<file path="src/rtl/frame_pkg.sv">
// Shared types and helpers for the frame strobe scheduler.
package frame_pkg;

  typedef enum logic [1:0] {
    StIdle,
    StRun,
    StDrain
  } state_e;

  // A programmed period of 0 stands for the full counter range.
  function automatic int unsigned frame_len(input int unsigned period, input int unsigned cnt_w);
    return (period == 0) ? (32'd1 << cnt_w) : period;
  endfunction

endpackage

</file>
<file path="src/rtl/frame_strobe_ctrl_if.sv">
// Control/config/request bundle between framing control, consumers and the scheduler.
interface frame_strobe_ctrl_if #(
  parameter int unsigned CNT_W = 8,
  parameter int unsigned NREQ  = 4
);
  logic             cfg_we;
  logic [CNT_W-1:0] cfg_period;
  logic [CNT_W-1:0] cfg_width;
  logic             start;
  logic             stop;
  logic [NREQ-1:0]  req;
  logic [NREQ-1:0]  gnt;
  logic             strb;
  logic             frame_start;
  logic             busy;

  modport master (
    output cfg_we, cfg_period, cfg_width, start, stop, req,
    input  gnt, strb, frame_start, busy
  );

  modport slave (
    input  cfg_we, cfg_period, cfg_width, start, stop, req,
    output gnt, strb, frame_start, busy
  );
endinterface

</file>
<file path="src/rtl/rr_arbiter.sv">
// Combinational round-robin pick: search upward from ptr_i with wrap, report winner+1.
module rr_arbiter #(
  parameter int unsigned NREQ  = 4,
  parameter int unsigned PTR_W = 2
) (
  input  logic [NREQ-1:0]  req_i,
  input  logic [PTR_W-1:0] ptr_i,
  input  logic             en_i,
  output logic [NREQ-1:0]  gnt_o,
  output logic [PTR_W-1:0] ptr_o
);

  logic        found;
  int unsigned idx;

  always_comb begin
    gnt_o = '0;
    ptr_o = ptr_i;
    found = 1'b0;
    idx   = 0;
    if (en_i) begin
      for (int unsigned i = 0; i < NREQ; i++) begin
        idx = (32'(ptr_i) + i) % NREQ;
        if (!found && req_i[PTR_W'(idx)]) begin
          found               = 1'b1;
          gnt_o[PTR_W'(idx)]  = 1'b1;
          ptr_o               = PTR_W'((idx + 1) % NREQ);
        end
      end
    end
  end

endmodule

</file>
<file path="src/rtl/frame_strobe_ctrl.sv">
// Frame scheduler: run/stop framing with programmable period/width and round-robin frame owner.
module frame_strobe_ctrl
  import frame_pkg::*;
#(
  parameter int unsigned CNT_W      = 8,
  parameter int unsigned NREQ       = 4,
  parameter int unsigned DEF_PERIOD = 0,
  parameter int unsigned DEF_WIDTH  = 8
) (
  input logic               clk,
  input logic               rst_n,
  frame_strobe_ctrl_if.slave bus
);

  localparam int unsigned PtrW = (NREQ > 1) ? $clog2(NREQ) : 1;

  state_e           state_q, state_d;
  logic [CNT_W-1:0] cnt_q, cnt_d;
  logic [CNT_W-1:0] period_q, period_d;
  logic [CNT_W-1:0] width_q, width_d;
  logic [CNT_W-1:0] pend_period_q, pend_period_d;
  logic [CNT_W-1:0] pend_width_q, pend_width_d;
  logic [PtrW-1:0]  ptr_q, ptr_d, arb_ptr;
  logic [NREQ-1:0]  gnt_q, gnt_d, arb_gnt;
  logic             strb_q, strb_d;
  logic             fs_q, fs_d;
  logic [CNT_W-1:0] last_cnt;
  logic             at_last;
  logic             boundary;

  assign last_cnt = CNT_W'(frame_len(32'(period_q), CNT_W) - 32'd1);
  assign at_last  = (cnt_q == last_cnt);

  // Stop wins over a wrap, so a stop seen in the last cycle ends framing right there.
  assign boundary = ((state_q == StIdle) && bus.start) ||
                    ((state_q == StRun) && at_last && !bus.stop);

  rr_arbiter #(
    .NREQ (NREQ),
    .PTR_W(PtrW)
  ) u_arb (
    .req_i(bus.req),
    .ptr_i(ptr_q),
    .en_i (boundary),
    .gnt_o(arb_gnt),
    .ptr_o(arb_ptr)
  );

  always_comb begin
    pend_period_d = bus.cfg_we ? bus.cfg_period : pend_period_q;
    pend_width_d  = bus.cfg_we ? bus.cfg_width  : pend_width_q;
  end

  always_comb begin
    state_d  = state_q;
    cnt_d    = cnt_q;
    period_d = period_q;
    width_d  = width_q;
    ptr_d    = ptr_q;
    gnt_d    = gnt_q;
    fs_d     = 1'b0;
    strb_d   = 1'b0;

    unique case (state_q)
      StIdle: begin
        if (bus.start) state_d = StRun;
      end
      StRun: begin
        if (at_last && bus.stop) begin
          state_d = StIdle;
        end else if (!at_last) begin
          cnt_d = cnt_q + CNT_W'(1);
          if (bus.stop) state_d = StDrain;
        end
      end
      StDrain: begin
        if (at_last) state_d = StIdle;
        else         cnt_d   = cnt_q + CNT_W'(1);
      end
      default: state_d = StIdle;
    endcase

    // The pending config is sampled before this edge's cfg_we lands, so a write on a
    // boundary edge only takes effect one frame later.
    if (boundary) begin
      cnt_d    = '0;
      period_d = pend_period_q;
      width_d  = pend_width_q;
      gnt_d    = arb_gnt;
      ptr_d    = arb_ptr;
      fs_d     = 1'b1;
    end

    if (state_d == StIdle) begin
      cnt_d = '0;
      gnt_d = '0;
    end else begin
      strb_d = (cnt_d < width_d);
    end
  end

  always_ff @(posedge clk or negedge rst_n) begin
    if (!rst_n) begin
      state_q       <= StIdle;
      cnt_q         <= '0;
      period_q      <= CNT_W'(DEF_PERIOD);
      width_q       <= CNT_W'(DEF_WIDTH);
      pend_period_q <= CNT_W'(DEF_PERIOD);
      pend_width_q  <= CNT_W'(DEF_WIDTH);
      ptr_q         <= '0;
      gnt_q         <= '0;
      strb_q        <= 1'b0;
      fs_q          <= 1'b0;
    end else begin
      state_q       <= state_d;
      cnt_q         <= cnt_d;
      period_q      <= period_d;
      width_q       <= width_d;
      pend_period_q <= pend_period_d;
      pend_width_q  <= pend_width_d;
      ptr_q         <= ptr_d;
      gnt_q         <= gnt_d;
      strb_q        <= strb_d;
      fs_q          <= fs_d;
    end
  end

  assign bus.gnt         = gnt_q;
  assign bus.strb        = strb_q;
  assign bus.frame_start = fs_q;
  assign bus.busy        = (state_q != StIdle);

endmodule

</file>
<file path="src/flat_wrapper.sv">
// flat-port wrapper written by rule: the top's interface ports become plain ports
module frame_strobe_ctrl_flat import frame_pkg::*;
#(
  parameter int unsigned CNT_W      = 8,
  parameter int unsigned NREQ       = 4,
  parameter int unsigned DEF_PERIOD = 0,
  parameter int unsigned DEF_WIDTH  = 8
)
  (clk, rst_n, bus_cfg_we, bus_cfg_period, bus_cfg_width, bus_start, bus_stop, bus_req, bus_gnt, bus_strb, bus_frame_start, bus_busy);
  frame_strobe_ctrl_if #(.CNT_W(CNT_W), .NREQ(NREQ)) bus_i ();
  input logic clk;
  input logic rst_n;
  input wire logic [$bits(bus_i.cfg_we)-1:0] bus_cfg_we;
  input wire logic [$bits(bus_i.cfg_period)-1:0] bus_cfg_period;
  input wire logic [$bits(bus_i.cfg_width)-1:0] bus_cfg_width;
  input wire logic [$bits(bus_i.start)-1:0] bus_start;
  input wire logic [$bits(bus_i.stop)-1:0] bus_stop;
  input wire logic [$bits(bus_i.req)-1:0] bus_req;
  output wire logic [$bits(bus_i.gnt)-1:0] bus_gnt;
  output wire logic [$bits(bus_i.strb)-1:0] bus_strb;
  output wire logic [$bits(bus_i.frame_start)-1:0] bus_frame_start;
  output wire logic [$bits(bus_i.busy)-1:0] bus_busy;
  assign bus_i.cfg_we = bus_cfg_we;
  assign bus_i.cfg_period = bus_cfg_period;
  assign bus_i.cfg_width = bus_cfg_width;
  assign bus_i.start = bus_start;
  assign bus_i.stop = bus_stop;
  assign bus_i.req = bus_req;
  assign bus_gnt = bus_i.gnt;
  assign bus_strb = bus_i.strb;
  assign bus_frame_start = bus_i.frame_start;
  assign bus_busy = bus_i.busy;
  frame_strobe_ctrl #(.CNT_W(CNT_W), .NREQ(NREQ), .DEF_PERIOD(DEF_PERIOD), .DEF_WIDTH(DEF_WIDTH)) u_core (.clk(clk), .rst_n(rst_n), .bus(bus_i));
endmodule
</file>
<file path="config.mk">
export PLATFORM = sky130hd
export DESIGN_NAME = frame_strobe_ctrl_flat
export DESIGN_NICKNAME = d
export VERILOG_FILES = /design/src/rtl/frame_pkg.sv /design/src/rtl/frame_strobe_ctrl_if.sv /design/src/rtl/rr_arbiter.sv /design/src/rtl/frame_strobe_ctrl.sv /design/src/flat_wrapper.sv
export SDC_FILE = /design/constraint.sdc
export NUM_CORES = 1
export LEC_CHECK = 0
export BUFFER_PORTS_ARGS = -buffer_cell sky130_fd_sc_hd__buf_4
export CORE_AREA = 2 2 95 87
export DETAILED_ROUTE_END_ITERATION = 7
export DIE_AREA = 0 0 97 89
export PLACE_DENSITY = 0.56
export RECOVER_POWER = 50
export SETUP_SLACK_MARGIN = 0.4
export SYNTH_ARGS = -nofsm -noshare
export SYNTH_HDL_FRONTEND = slang
export SYNTH_SLANG_ARGS = --single-unit
</file>
<file path="constraint.sdc">
create_clock -name clk -period 5.9 [get_ports clk]
set_clock_uncertainty 0.2 [all_clocks]
set_input_delay 0 -clock clk [delete_from_list [all_inputs] [get_ports clk]]
set_output_delay 0 -clock clk [all_outputs]
set_load 0.02 [all_outputs]
</file>
==> impl_metrics.yaml, run 1 <==
outcome:
  outcome: "finished with violations"
  violations: "capacitance limit, slew limit"
floorplanning:
  start_util_pct: 39.57
  core_area_mm2: 0.007545
  die_h_um: 89
  ios: 32
  fp.dieArea_mm2: 0.008633
  fp.dieW_um: 97
  rows: 30
flow_run:
  maxCapViolations: 1
synth:
  synthFlopType: "dfrtp_1"
  synthArstFlopShare_pct: 100.0
  synth.top_cell.area_share_pct: 40.23
  yosys_warnings: 0
  syn_avg_cell_area_um2: 11.10
  yosys.cell_types.count: 51
  ys_seq_area_share_pct: 41.99
  ys_seq_elements: 50
  synthCells: 269
  synth_area_mm2: 0.002985
  synthTopCellsByArea: "dfrtp_1 (40%), ha_1 (8.8%), mux2_2 (8.7%)"
  synth_top_area_cell: "dfrtp_1"
  syn_nets: 315
  synth_edf_count: 0
timing:
  fin_crit_sh_pct: 73.90
  layout_min_cycle_time_ps: 4360
  worst_slack_ps: 1540
  tns_ps: 0
  tightest_slew_ps: 2588
  maxSlewViolCount: 51
  hold_viol_final: 0
  timing.fmax_mhz: 229.3
  setup_viol: 0
  slew_headroom_pct: -72.51
  rsz0062_at_grt: "false"
  whs_ps: 151.4
power:
  pwr-share-seq_pct: 33.8
  sw_frac_of_total_pct: 40.68
  combPwrFrac_pct: 50.8
  power_per_cell_area_mw_per_mm2: 423.8
  power.leakage_uw: 0.001663
  clkPwrFrac_pct: 15.4
  ir_drop_v: 0.0002138
  cellInternalPower_uw: 942.5
  p_sw_uw: 646.2
drt:
  wire_per_inst_um: 13.42
  vias: 2215
  vias_per_cell: 5.139
  drt_wl_total_um: 5782
  drtAntennaViolNets: 0
  drc: 0
  drt_iter0_drc: 128
  dr.pass1.iters: 4
placement:
  place_hpwl_um: 4105
  gp_congestion: 0.8209
  preCtsSetupSlack_ps: 1526
  portBuffers: 31
  place_area_mm2: 0.003291
layout:
  drive_gt1_share_pct: 22.39
  final_cell_area_mm2: 0.003749
  fillCellCount: 675
  synthToLayoutAreaGrowth_pct: 25.57
  n_antenna_cell: 0
  num-nets-final: 380
cts:
  htree_levels: 2
  cts_sinks: 50
  cts_buffers: 5
  cts_tree: "yes"
  clkSlewWorstSetupHoldPaths_ps: 100
  clkLatencyLatePin_ps: 300
  postCtsResizedCells: 0
  cts-root-buf: "clkbuf_8"
  cts_max_path_buffers: 2
  post_cts_buffers: 0
min_path:
  hp-start: "bus_req[3]"
  hp-class: "input pin to register"
global_routing:
  grt_pass1_wl_um: 10210
  grt_max_degree: 51
  first_global_vias: 2225
  track_usage_pct: 14.58
  grt.overflow.total: 0
  antenna_found_initial: 0
critical_path:
  slowest_delay_ps: 450
  cpMaxStageDelayCell: "a2111oi_4"
  crit_path_start: "u_core.period_q[0]$_DFFE_PN0N_"
  critPathMostFrequentCell: "ha_1"
  worstSetupPathType: "register to register"
  critPathCaptureType: "register"
  critPathLaunchType: "register"
  cp.required_ps: 5950
  cp_max_fo: 5
  cp_cell_sequence: "inv_1, ha_1, or3b_1, a2111o_1, mux2_2, a2111oi_4, nand3_4, o21ai_4, mux2i_1, ha_1, and4_1, a21oi_1, nor4bb_1, a32o_1"
  rr_startpoint: "u_core.period_q[0]$_DFFE_PN0N_"
  crit_arrival_ps: 4410
-- power by group through the flow --
stage / combinational [µW] / clock, µW / sequential, µW
after floorplan: 635 / 0 / 524
after global placement: 782 / 0 / 543
after detailed placement: 783 / 0 / 543
after CTS: 819 / 256 / 537
after global routing: 904 / 269 / 555
final: 807 / 245 / 536
-- layout by cell type, fill, tap and decap left out, types with 4 or more instances in the layout --
cell,n
dfrtp_1,48
dlygate4sd3_1,36
nor2_1,28
buf_4,28
mux2_2,23
ha_1,21
inv_1,19
xor2_1,10
o21ai_0,9
mux2i_1,9
nand2_1,8
xnor2_1,6
a221oi_1,5
nor3_1,5
a21oi_1,5
a211oi_1,5
a22oi_1,5
clkbuf_8,5
nand4_1,4
mux4_2,4
clkbuf_1,4
-- cell families after synthesis --
logic type	after synthesis	synth area share, %
flops	50	41.99
buf+inv	29	4.233
compound gates	51	14.08
simple gates	66	11.48
xor+xnor	16	4.694
mux	36	14.71
fa+ha+maj	21	8.801
-- layout make-up --
| type | instances | area, µm² | area share, % |
|---|---|---|---|
| clock buffers | 5 | 68.82 | 1.836 |
| clock inverters | 3 | 43.79 | 1.168 |
| inverters | 19 | 71.32 | 1.903 |
| multi-input cells | 190 | 1605 | 42.82 |
| flip-flops and latches | 50 | 1254 | 33.44 |
| well taps | 96 | 120.1 | 3.204 |
| repair buffers | 68 | 585.6 | 15.62 |
-- worst paths after layout --
path,to,slack [ps],cells after the start
hold reg to reg,u_core.period_q[1]$_DFFE_PN0N_,280,2
setup reg to reg,u_core.bus.strb$_DFF_PN0_,1540,14
hold / removal,u_core.ptr_q[1]$_DFFE_PN0P_,150,4
max in group asynchronous,u_core.pend_width_q[6]$_DFFE_PN0P_,3190,2
min in group asynchronous,u_core.period_q[2]$_DFFE_PN0N_,840,2
setup / recovery,u_core.bus.strb$_DFF_PN0_,1540,14
-- through the flow --
stage / total power [µW] / cells / utilization, %
floorplan: 1160 / 269 / -
global placement: 1325 / 387 / 43.62
detailed placement: 1326 / 387 / 43.62
CTS: 1612 / 431 / 49.88
global route: 1728 / 431 / 49.68
finish: 1589 / 431 / 49.68
-- critical path, delay by kind of cell (launching register included) --
kind / cells / cell delay [ps]
buffers and inverters: 1 / 120
flip-flops: 1 / 430
multiplexers: 2 / 570
AND/OR/NAND/NOR: 4 / 1060
AO/OA/AOI/OAI: 5 / 1500
adder cells (fa/ha/maj): 2 / 440
-- Yosys cell counts, types with 4 or more instances --
cell / number
dfrtp_1: 48
mux4_2: 4
nand4_1: 4
a22oi_1: 5
ha_1: 21
xor2_1: 10
o21ai_0: 9
nor2_1: 28
a211oi_1: 5
nand2_1: 8
inv_1: 19
mux2i_1: 9
mux2_2: 23
xnor2_1: 6
a221oi_1: 5
a21oi_1: 5
clkbuf_1: 6
nor3_1: 5
-- sequential cells by signal (all words and copies together) (netlist names) --
| register | cells |
|---|---|
| u_core.cnt_q | 8 |
| u_core.pend_period_q | 8 |
| u_core.pend_width_q | 8 |
| u_core.period_q | 8 |
| u_core.width_q | 8 |
| u_core.bus.gnt | 4 |
| u_core.ptr_q | 2 |
| u_core.state_q | 2 |
| u_core.bus.frame_start | 1 |
| u_core.bus.strb | 1 |
-- layer usage --
layer  vias to the layer above  wire (µm)  track usage, %
li1                       1100          -               -
met1                      1079       2856           19.20
met2                        30       2708           25.13
met3                         6        140           2.580
met4                         0         76           4.225
met5                         -          0               0
-- timing repair --
| action | 4_1_cts | 5_1_grt |
|---|---|---|
| endpoints found under the setup margin | 0 | 0 |
| endpoints found under the hold margin | 68 | 0 |
| hold buffers | 36 | 0 |
No activity file was read; power rests on OpenSTA's default activity.
==> run 2, diff against run 1 <==
PLACE_DENSITY = 0.58   (was 0.56)
clock period = 3.7 ns   (was 5.9 ns; I/O delays follow)
==> run 2 against run 1 <==
Against the previous run: the flow finishes with violations (capacitance limit, slew limit, setup timing); combinational power grew 140%; maximum frequency grew 4.2%; clock power grew 61%; die area is the same; power grew 100%; global-route usage grew 1.9 points; sequential share of layout area shrank 4.5 points; critical endpoint unchanged; largest cell class unchanged.
==> impl_metrics.yaml, run 2 (same netlist as run 1, synthesis figures left out) <==
layout:
  fillCellCount: 674
  multiInputGateArea_mm2: 0.001782
  synthToLayoutAreaGrowth_pct: 44.97
  num-nets-final: 421
  final_cell_area_mm2: 0.004328
  n_antenna_cell: 0
  postLayoutCoreUtil_pct: 57.36
  register_area_mm2: 0.001254
  layout_common_cells: "buf_4 (56), dfrtp_1 (48), dlygate4sd3_1 (35)"
  drive_gt1_share_pct: 37.23
  final_common_cell: "buf_4"
outcome:
  outcome: "finished with violations"
  violations: "capacitance limit, slew limit, setup timing"
timing:
  setup_viol: 2
  worst_slack_ps: -486.1
  fin_crit_sh_pct: 113.1
  timing.fmax_mhz: 238.9
  slew_headroom_pct: -89.03
  tightest_slew_ps: 2835
  layout_min_cycle_time_ps: 4186
  hold_viol_final: 0
  whs_ps: 175.4
  rsz0062_at_grt: "true"
  maxSlewViolCount: 51
global_routing:
  antenna_found_initial: 0
  first_global_vias: 2377
  grt_max_degree: 51
  track_usage_pct: 16.45
  grt_pass1_wl_um: 11470
  grt.overflow.total: 0
floorplanning:
  core_area_mm2: 0.007545
  die_h_um: 89
  rows: 30
  start_util_pct: 39.57
  ios: 32
  fp.dieW_um: 97
  fp.dieArea_mm2: 0.008633
placement:
  gp_congestion: 0.7828
  place_hpwl_um: 4527
  place_area_mm2: 0.003452
  preCtsSetupSlack_ps: -413.8
  portBuffers: 31
cts:
  clkSlewWorstSetupHoldPaths_ps: 90
  cts_buffers: 5
  cts_tree: "yes"
  cts_max_path_buffers: 2
  clkLatencyLatePin_ps: 310
  cts-root-buf: "clkbuf_8"
  cts_sinks: 50
  htree_levels: 2
drt:
  vias_per_cell: 5.161
  drtAntennaViolNets: 0
  vias: 2436
  wire_per_inst_um: 14.96
  drt_iter0_drc: 97
  drc: 0
  dr.pass1.iters: 4
  drt_wl_total_um: 7063
critical_path:
  critPathLaunchType: "register"
  crit_arrival_ps: 4230
  cp_max_fo: 5
  cp.required_ps: 3740
  critPathCaptureType: "register"
  worstSetupPathType: "register to register"
power:
  power.leakage_uw: 0.001923
  power_per_cell_area_mw_per_mm2: 739.9
  power.total_uw: 3202
  ir_drop_v: 0.0003265
flow_run:
  maxCapViolations: 1
min_path:
  hp-class: "input pin to register"
[run 2: power breakdown]
part | leakage (µW) | internal (µW) | total (µW) | switching, µW
registers | 0.000612 | 707 | 872 | 165
clock network | 0.0000514 | 202 | 394 | 192
logic | 0.00126 | 1040 | 1940 | 897
[run 2: worst max-delay path: stages (launching register included)]
cell and delay [ps]:
dfrtp_1 430, inv_2 100, ha_4 120, or3b_4 380
a2111o_1 370, mux2_4 280, a2111oi_4 270, buf_4 190
nand3_4 90, o21ai_4 200, buf_12 150, mux2i_4 260
ha_4 230, a21o_1 170, a21oi_2 140, nor2b_2 70
nor4bb_4 270, a32o_1 200
[run 2: final timing paths]
path                                                      from  slack (ps)                             endpoint  depth (start not counted)
max in group asynchronous                                rst_n         760            u_core.bus.strb$_DFF_PN0_                          2
min in group asynchronous                                rst_n         940  u_core.pend_period_q[6]$_DFFE_PN0P_                          2
max reg2reg                     u_core.period_q[1]$_DFFE_PN0N_        -490            u_core.bus.strb$_DFF_PN0_                         17
min reg2reg                u_core.pend_period_q[6]$_DFFE_PN0P_         300       u_core.period_q[6]$_DFFE_PN0N_                          2
max                             u_core.period_q[1]$_DFFE_PN0N_        -490            u_core.bus.strb$_DFF_PN0_                         17
min                                                 bus_req[0]         180          u_core.ptr_q[1]$_DFFE_PN0P_                          4
[run 2: metrics by stage]
step / TNS (ps) / std cells
floorplan: -314.1 / 269
global placement: -309.8 / 408
detailed placement: -413.8 / 408
CTS: -529.4 / 464
global route: -1032 / 472
finish: -616.8 / 472
[run 2: cell type report]
| type | instances | share of cell area [%] |
|---|---|---|
| clock buffers | 6 | 1.677 |
| clock inverters | 2 | 0.8673 |
| inverters | 19 | 1.648 |
| multi-input cells | 190 | 41.17 |
| flip-flops and latches | 50 | 28.97 |
| well taps | 96 | 2.775 |
| repair buffers | 109 | 22.90 |
[run 2: layer usage]
metal,up-vias,part of all wire (%),global-route usage (%)
met5,-,0,0
met4,0,0.81,4.097
met3,4,2.8,2.737
met2,43,52,30.49
met1,1202,44,20.33
li1,1187,-,-
[run 2: what timing repair did]
action,in CTS,in global routing
setup buffers,13,8
gates resized for setup,26,27
endpoints found under the hold margin,68,0
hold buffers,35,0
pin swaps,3,9
endpoints found under the setup margin,23,31
==> run 3, diff against run 2 <==
CELL_PAD_IN_SITES_DETAIL_PLACEMENT = 1   (was default)
CELL_PAD_IN_SITES_GLOBAL_PLACEMENT = 2   (was default)
CORE_AREA = 2 2 96 89   (was 2 2 95 87)
DIE_AREA = 0 0 98 91   (was 0 0 97 89)
PLACE_DENSITY = 0.77   (was 0.58)
clock period = 4.5 ns   (was 3.7 ns; I/O delays follow)
==> run 3 against run 2 <==
Against the previous run: the run ends with capacitance limit, slew limit left; final cell count decreased by 5.1%; combinational power decreased by 35%; global-route usage decreased by 0.10 points; sequential share of layout area increased by 3.1 points; setup slack improved by 800 ps; routed wire length decreased by 0.11%; critical path type unchanged; largest power group unchanged.
==> impl_metrics.yaml, run 3 (same netlist as run 1, synthesis figures left out) <==
outcome:
  outcome: "finished with violations"
  violations: "capacitance limit, slew limit"
critical_path:
  cp_max_fo: 6
  slowest_delay_ps: 410
  crit_buf_inv: 2
  rr_worst_depth: 17
  critPathCaptureType: "register"
  path_depth: 17
  cp_cell_sequence: "inv_2, ha_4, or3b_4, a2111o_1, mux2_4, a2111oi_4, buf_4, a31oi_4, nand4_1, xor2_1, nor2_1, ha_1, a21o_1, a21oi_2, nor2b_2, nor4bb_4, a32o_1"
  critPathTopFamily: "compound AO/OA/AOI/OAI gates"
  crit_arrival_ps: 4240
  worstSetupPathType: "register to register"
  cp.required_ps: 4550
  critPathLaunchType: "register"
  cpMaxStageDelayCell: "dfrtp_1"
timing:
  maxSlewViolCount: 51
  hold_viol_final: 0
  tightest_slew_ps: 2703
  layout_min_cycle_time_ps: 4190
  setup_viol: 0
  tns_ps: 0
  worst_slack_ps: 309.8
  timing.fmax_mhz: 238.7
  fin_crit_sh_pct: 93.12
  slew_headroom_pct: -80.21
  rsz0062_at_grt: "true"
power:
  power.leakage_uw: 0.001742
  cellInternalPower_uw: 1293
  ir_drop_v: 0.0002912
  power_per_cell_area_mw_per_mm2: 571.1
  combPwrFrac_pct: 56.4
  pwr-share-seq_pct: 31.6
  power.total_uw: 2234
  clkPwrFrac_pct: 12.0
  p_sw_uw: 941.7
  sw_frac_of_total_pct: 42.14
cts:
  htree_levels: 2
  cts_buffers: 5
  cts_max_path_buffers: 2
  clkSlewWorstSetupHoldPaths_ps: 100
  cts_sinks: 50
  clkLatencyLatePin_ps: 300
  cts-root-buf: "clkbuf_8"
  cts_tree: "yes"
layout:
  layout_common_cells: "dfrtp_1 (48), buf_4 (41), dlygate4sd3_1 (36)"
  stdcell_count: 448
  final_common_cell: "dfrtp_1"
  drive_gt1_share_pct: 28.65
  synthToLayoutAreaGrowth_pct: 31.06
  n_antenna_cell: 0
  final_cell_area_mm2: 0.003913
  num-nets-final: 394
drt:
  drc: 0
  vias: 2298
  drt_wl_total_um: 7055
  drtAntennaViolNets: 0
  wire_per_inst_um: 15.75
  vias_per_cell: 5.129
  drt_iter0_drc: 55
  dr.pass1.iters: 4
placement:
  place_hpwl_um: 4817
  gp_congestion: 0.7982
  place_area_mm2: 0.003309
  dp.cells: 392
  preCtsSetupSlack_ps: 53.15
  portBuffers: 31
floorplanning:
  die_h_um: 91
  fp.dieW_um: 98
  ios: 32
  fp.dieArea_mm2: 0.008918
  start_util_pct: 37.92
  rows: 31
  core_area_mm2: 0.007874
global_routing:
  use_met3_pct: 2.617
  grt.overflow.total: 0
  antenna_found_initial: 0
  grt_use_met2_pct: 28.82
  first_global_vias: 2482
  track_usage_pct: 16.35
  grt_max_degree: 51
  grt_pass1_wl_um: 11980
  grt_busiest_layer: "met2"
  met1_usage_pct: 20.86
min_path:
  whs_path_depth: 4
  hp-class: "input pin to register"
flow_run:
  maxCapViolations: 1
==> run 3: cell type report <==
| type | count | area [µm²] |
|---|---|---|
| fillers | 875 | 3961 |
| multi-input cells | 190 | 1673 |
| flip-flops and latches | 50 | 1254 |
| repair buffers | 82 | 703.2 |
| well taps | 99 | 123.9 |
| inverters | 19 | 71.32 |
| clock buffers | 5 | 68.82 |
| clock inverters | 3 | 18.77 |
==> run 3: metal layers <==
layer	wire [µm]	part of all wire, %
met3	131	1.9
met5	0	0
met2	3646	52
met4	57	0.81
met1	3220	46
==> run 3: metrics by stage <==
stage                     hold slack [ps]  util (%)
after global routing                183.4     49.69
after CTS                           80.31     49.58
after global placement             -126.5     42.03
final                               157.3     49.69
after floorplan                    -495.6         -
after detailed placement           -125.9     42.03
==> run 3: repair_timing <==
action / in CTS / in global routing
setup endpoints to repair: 1 / 1
buffers inserted: 12 / 0
gates resized for setup: 10 / 5
pin swaps: 11 / 9
hold buffers: 36 / 0
hold endpoints to repair: 68 / 0
==> run 3: power groups by stage <==
stage	clock, µW	combinational [µW]	sequential [µW]
final	268	1260	705
after global routing	293	1410	725
after CTS	281	1250	709
after detailed placement	0	1080	716
after global placement	0	1060	708
after floorplan	0	833	688
==> run 3: worst reg2reg max path, delay by kind of cell, from the launching register on <==
kind / cells / cell delay, ps
adder cells (fa/ha/maj): 2 / 450
AND/OR/NAND/NOR: 5 / 940
buffers and inverters: 2 / 280
multiplexers: 1 / 290
XOR/XNOR: 1 / 230
AO/OA/AOI/OAI: 6 / 1350
flip-flops: 1 / 410
==> run 3: worst paths after layout <==
check	start	end	slack (ps)
max	u_core.period_q[0]$_DFFE_PN0N_	u_core.bus.strb$_DFF_PN0_	310
min	bus_req[0]	u_core.ptr_q[1]$_DFFE_PN0P_	160
max reg2reg	u_core.period_q[0]$_DFFE_PN0N_	u_core.bus.strb$_DFF_PN0_	310
min reg2reg	u_core.pend_period_q[6]$_DFFE_PN0P_	u_core.period_q[6]$_DFFE_PN0N_	290
max in group asynchronous	rst_n	u_core.state_q[0]$_DFF_PN0_	1680
min in group asynchronous	rst_n	u_core.pend_period_q[7]$_DFFE_PN0P_	890
